==> src/rtl/drr_arbiter.sv <==
// Deficit-round-robin scheduler: visits queues in turn, credits QUANTUM bytes per visit and
// offers one head-of-line packet at a time; each accepted grant pulses cng_* so the source refreshes that head.
module drr_arbiter #(
    parameter int PKT_QS_CNT = 4,
    parameter int QUANTUM    = 500,
    parameter int DEF_W      = 17
) (
    input  logic                                clk_i,
    input  logic                                rst_i,
    input  logic [PKT_QS_CNT-1:0][15:0]         size_i,
    input  logic [PKT_QS_CNT-1:0]               size_val_i,
    output logic [$clog2(PKT_QS_CNT)-1:0]       cng_addr_o,
    output logic                                cng_val_o,
    output logic [$clog2(PKT_QS_CNT)-1:0]       grant_q_o,
    output logic [15:0]                         grant_size_o,
    output logic                                grant_val_o,
    input  logic                                grant_rdy_i
);

    localparam int AW = $clog2(PKT_QS_CNT);

    typedef enum logic [2:0] {
        IDLE,
        VISIT,
        CHECK,
        GRANT,
        REFILL
    } state_t;

    state_t                             state_q;
    logic [AW-1:0]                      ptr_q;
    logic [AW-1:0]                      ptr_d;
    logic [PKT_QS_CNT-1:0][DEF_W-1:0]   deficit_q;

    logic [DEF_W-1:0]                   curDef;
    logic [DEF_W-1:0]                   defAdd_d;
    logic [DEF_W-1:0]                   defSub_d;
    logic [15:0]                        curSize;
    logic                               curVal;
    logic                               headFits;

    // Everything the FSM needs about the queue under the pointer.
    always_comb begin
        ptr_d    = (ptr_q == AW'(PKT_QS_CNT - 1)) ? '0 : ptr_q + 1'b1;
        curDef   = deficit_q[ptr_q];
        curSize  = size_i[ptr_q];
        curVal   = size_val_i[ptr_q];
        defAdd_d = curDef + DEF_W'(QUANTUM);
        defSub_d = curDef - DEF_W'(grant_size_o);
        headFits = (DEF_W'(curSize) <= curDef);
    end

    always_ff @(posedge clk_i or negedge rst_i) begin
        if (!rst_i) begin
            state_q      <= IDLE;
            ptr_q        <= '0;
            deficit_q    <= '0;
            grant_val_o  <= 1'b0;
            grant_q_o    <= '0;
            grant_size_o <= '0;
            cng_val_o    <= 1'b0;
            cng_addr_o   <= '0;
        end else begin
            case (state_q)
                IDLE: begin
                    state_q <= VISIT;
                end

                VISIT: begin
                    if (!curVal) begin
                        deficit_q[ptr_q] <= '0;
                        ptr_q            <= ptr_d;
                    end else begin
                        deficit_q[ptr_q] <= defAdd_d;
                        state_q          <= CHECK;
                    end
                end

                // Re-entered from REFILL without a new quantum, so one visit can drain several packets.
                CHECK: begin
                    if (!curVal) begin
                        deficit_q[ptr_q] <= '0;
                        ptr_q            <= ptr_d;
                        state_q          <= VISIT;
                    end else if (headFits) begin
                        grant_q_o    <= ptr_q;
                        grant_size_o <= curSize;
                        grant_val_o  <= 1'b1;
                        state_q      <= GRANT;
                    end else begin
                        ptr_q   <= ptr_d;
                        state_q <= VISIT;
                    end
                end

                GRANT: begin
                    if (grant_rdy_i) begin
                        deficit_q[ptr_q] <= defSub_d;
                        grant_val_o      <= 1'b0;
                        cng_val_o        <= 1'b1;
                        cng_addr_o       <= ptr_q;
                        state_q          <= REFILL;
                    end
                end

                REFILL: begin
                    cng_val_o <= 1'b0;
                    state_q   <= CHECK;
                end

                default: begin
                    state_q <= IDLE;
                end
            endcase
        end
    end

endmodule
==> config.mk <==
export PLATFORM = sky130hd
export DESIGN_NAME = drr_arbiter
export DESIGN_NICKNAME = d
export VERILOG_FILES = /design/src/rtl/drr_arbiter.sv
export SDC_FILE = /design/constraint.sdc
export NUM_CORES = 1
export LEC_CHECK = 0
export ABC_AREA = 1
export BUFFER_PORTS_ARGS = -buffer_cell sky130_fd_sc_hd__buf_2
export CAP_MARGIN = 15
export CELL_PAD_IN_SITES_DETAIL_PLACEMENT = 1
export CELL_PAD_IN_SITES_GLOBAL_PLACEMENT = 2
export CORE_UTILIZATION = 33
export DETAILED_ROUTE_END_ITERATION = 7
export HOLD_SLACK_MARGIN = 0.08
export PLACE_DENSITY = 0.88
export SYNTH_ARGS = -nofsm -noshare
export SYNTH_HDL_FRONTEND = slang
export SYNTH_SLANG_ARGS = --single-unit
==> constraint.sdc <==
create_clock -name clk_i -period 3.8 [get_ports clk_i]
set_input_delay 1.14 -clock clk_i [delete_from_list [all_inputs] [get_ports clk_i]]
set_output_delay 1.14 -clock clk_i [all_outputs]
set_load 0.05 [all_outputs]
==> results.toml <==
[outcome]
status = "finished clean"

[global_routing]
grt_pass1_vias = 8879
grt-ovfl-total = 0
grt_antenna_before_repair = 0
grt_usage = 0.2536
grt_pass1_wl_mm = 48.71
grt_max_degree = 63

[logic_synthesis]
yosysSeqAreaShare = 0.2952
syn_nets = 1364
netlist_instances = 1255
ys_ff_latch = 95
synth_area_per_cell_um2 = 6.417
syn_area_um2 = 8053
post_synth_num_cell_types = 47
yosysWarnings = 0

[worst_hold_path]
hold_depth = 2
holdCritPathClass = "reg -> reg"

[sta]
fmax_mhz = 296.1
drv_slew = 0
slew_headroom = 0.3570
setup_tns_ns = 0
fin_crit_ns = 3.377
tightest_slew_ns = 0.9610
period_share = 0.8887
hold_viol = 0
grt_setup_unrepaired = "false"
skew_ns = 0.01833
setup_violations = 0

[clock_network]
clock-sinks = 95
clock_latency_ns = 0.38
cts_tree = "yes"
cts_resized = 0
cts_max_path_buffers = 2
cts_setup_buffers = 0
ctsHoldBuffers = 0
clk_pin_slew_ns = 0.08
numCtsBuffers = 9
clock-root-buffer = "clkbuf_16"
htreeDepth = 3

[layout]
drive_above_1_share = 0.1367
regArea_um2 = 2379
nets = 1435
fill_cells = 3194
antenna_cells = 0
multiInputGateArea_um2 = 4950
area_growth_pct = 13.14

[routing]
ant_nets = 0
num_vias = 8615
wl_per_cell_um = 18.14
wl_mm = 29.93
drtIter0Drc = 501
vias_per_cell = 5.221
firstDrtPassIters = 5
drc = 0

[worst_setup_path]
cpPeakStageDelay_ns = 0.51
r2r_slack_ns = 0.42
path_class = "reg -> reg"
start_kind = "register"
cp.depth = 18
r2r_cells = 18
path_cells = "inv_4 -> buf_4 -> nand2_1 -> nand3_1 -> nand2_1 -> inv_1 -> ha_1 -> nand3b_1 -> nand2_1 -> nand2_1 -> nand2_1 -> buf_4 -> o21ai_0 -> nand2_1 -> inv_1 -> nand2_1 -> o21ai_0 -> inv_1"
cp_num_buf_inv = 6
cp_max_fo = 35
crit_path_end_kind = "register"
cp_top_family = "buffers and inverters"
timing.critical_path.mode_cell = "nand2_1"
cp.required_ns = 4.06
worstPathArrival_ns = 3.63
slowest_stage = "dfrtp_2"

[floorplanning]
die_w_um = 158.2
chipHeight_um = 158.2
placementRows = 56
io_pins = 93
start_util = 0.3400
core_area_um2 = 23680
fp.dieArea_um2 = 25030

[flow_run]
cap_viol_max_count = 0

[placed_design]
gp_congestion = 0.8956
hpwl_mm = 22.80
io_buffers = 92
synth_stat cells, drive strengths merged:
cell     count  area share
o21bai       3      0.0028
a32oi        2      0.0022
inv        108       0.051
a32o         1      0.0012
xor2         6      0.0065
o211ai       6      0.0056
a21boi       2      0.0019
a21oi      102       0.063
nor2b        1     0.00078
fa           1      0.0025
nand3b       1     0.00093
nand3      152       0.094
nand4        3      0.0023
mux2        12       0.017
buf         28       0.025
nand2      406        0.19
clkbuf      27       0.013
o22ai       18       0.014
o21ai       71       0.045
and2         8      0.0068
ha          37       0.057
nor2       133       0.074
a2bb2oi      1      0.0011
nor3        12      0.0095
a31oi        6      0.0047
nor4         1     0.00078
or2          3      0.0023
dfrtp       95        0.30
clkinv       4      0.0019
o21a         4      0.0037
xnor2        1      0.0011
metrics by stage:
| stage | hold slack [ns] | instance area [um^2] | util | instances | setup slack [ns] |
|---|---|---|---|---|---|
| 6_report | 0.4809 | 9111 | 0.3847 | 1650 | 0.4231 |
| 3_3_place_gp | 0.4585 | 8813 | 0.3721 | 1634 | 0.5107 |
| 3_5_place_dp | 0.4655 | 8813 | 0.3721 | 1634 | 0.4922 |
| 5_1_grt | 0.5165 | 9111 | 0.3847 | 1650 | 0.08168 |
| 4_1_cts | 0.4866 | 9111 | 0.3847 | 1650 | 0.4785 |
| 2_1_floorplan | 0.4493 | 8053 | - | 1255 | 0.8644 |
metal layers:
metal | up-vias | part of all wire | track usage
met5 | - | 0 | 0
met3 | 33 | 0.026 | 0.02299
met2 | 127 | 0.48 | 0.4313
met1 | 4209 | 0.48 | 0.3418
li1 | 4246 | - | -
met4 | 0 | 0.017 | 0.06685
cells by family (layout without fill, tap and decap cells):
logic type	count (synthesis)	count (layout)	synth area share
xor gates and xnor gates	7	7	0.007614
adders and majority gates	38	38	0.05997
and+or+nand+nor	720	720	0.3852
muxes	12	12	0.01678
DFF	95	95	0.2952
AOI/OAI and AO/OA	216	216	0.1451
buffers and inverters	167	243	0.09012
cells in the final DEF (no fill, tap or decap), drive strengths merged, types with 2 or more instances in the layout:
cell,synthesis,layout
a21oi,102,102
o211ai,6,6
a31oi,6,6
o22ai,18,18
o21ai,71,71
o21bai,3,3
clkinv,4,6
nand4,3,3
a21boi,2,2
xor2,6,6
nand2,406,406
nor2,133,133
buf,28,115
o21a,4,4
clkbuf,27,9
nand3,152,152
dfrtp,95,95
nor3,12,12
mux2,12,12
inv,108,112
ha,37,37
and2,8,8
a32oi,2,2
or2,3,3
worst reg2reg max path, stage by stage (launching register included):
cell and delay, ns:
dfrtp_2 0.51, inv_4 0.21, buf_4 0.37, nand2_1 0.09, nand3_1 0.08, nand2_1 0.13
inv_1 0.14, ha_1 0.30, nand3b_1 0.12, nand2_1 0.14, nand2_1 0.10, nand2_1 0.07
buf_4 0.16, o21ai_0 0.34, nand2_1 0.16, inv_1 0.15, nand2_1 0.07, o21ai_0 0.07
inv_1 0.05
worst paths after layout:
kind | start | to
hold / removal | register | register
hold reg to reg | register | register
setup reg to reg | ptr_q[0] | register
max in group asynchronous | rst_i | ptr_q[0]
setup / recovery | ptr_q[0] | register
min in group asynchronous | rst_i | grant_size_o[14]
final cells by class:
type,instances,share of cell area
inverters,112,0.04669
repair buffers,115,0.07251
flip-flops and latches,95,0.2611
clock inverters,7,0.007965
multi-input cells,993,0.5433
clock buffers,9,0.02472
well taps,319,0.04381
Power is left out: the tool's default activity adds up to more than one toggle a clock period on the data nets, which glitch-free logic cannot reach.
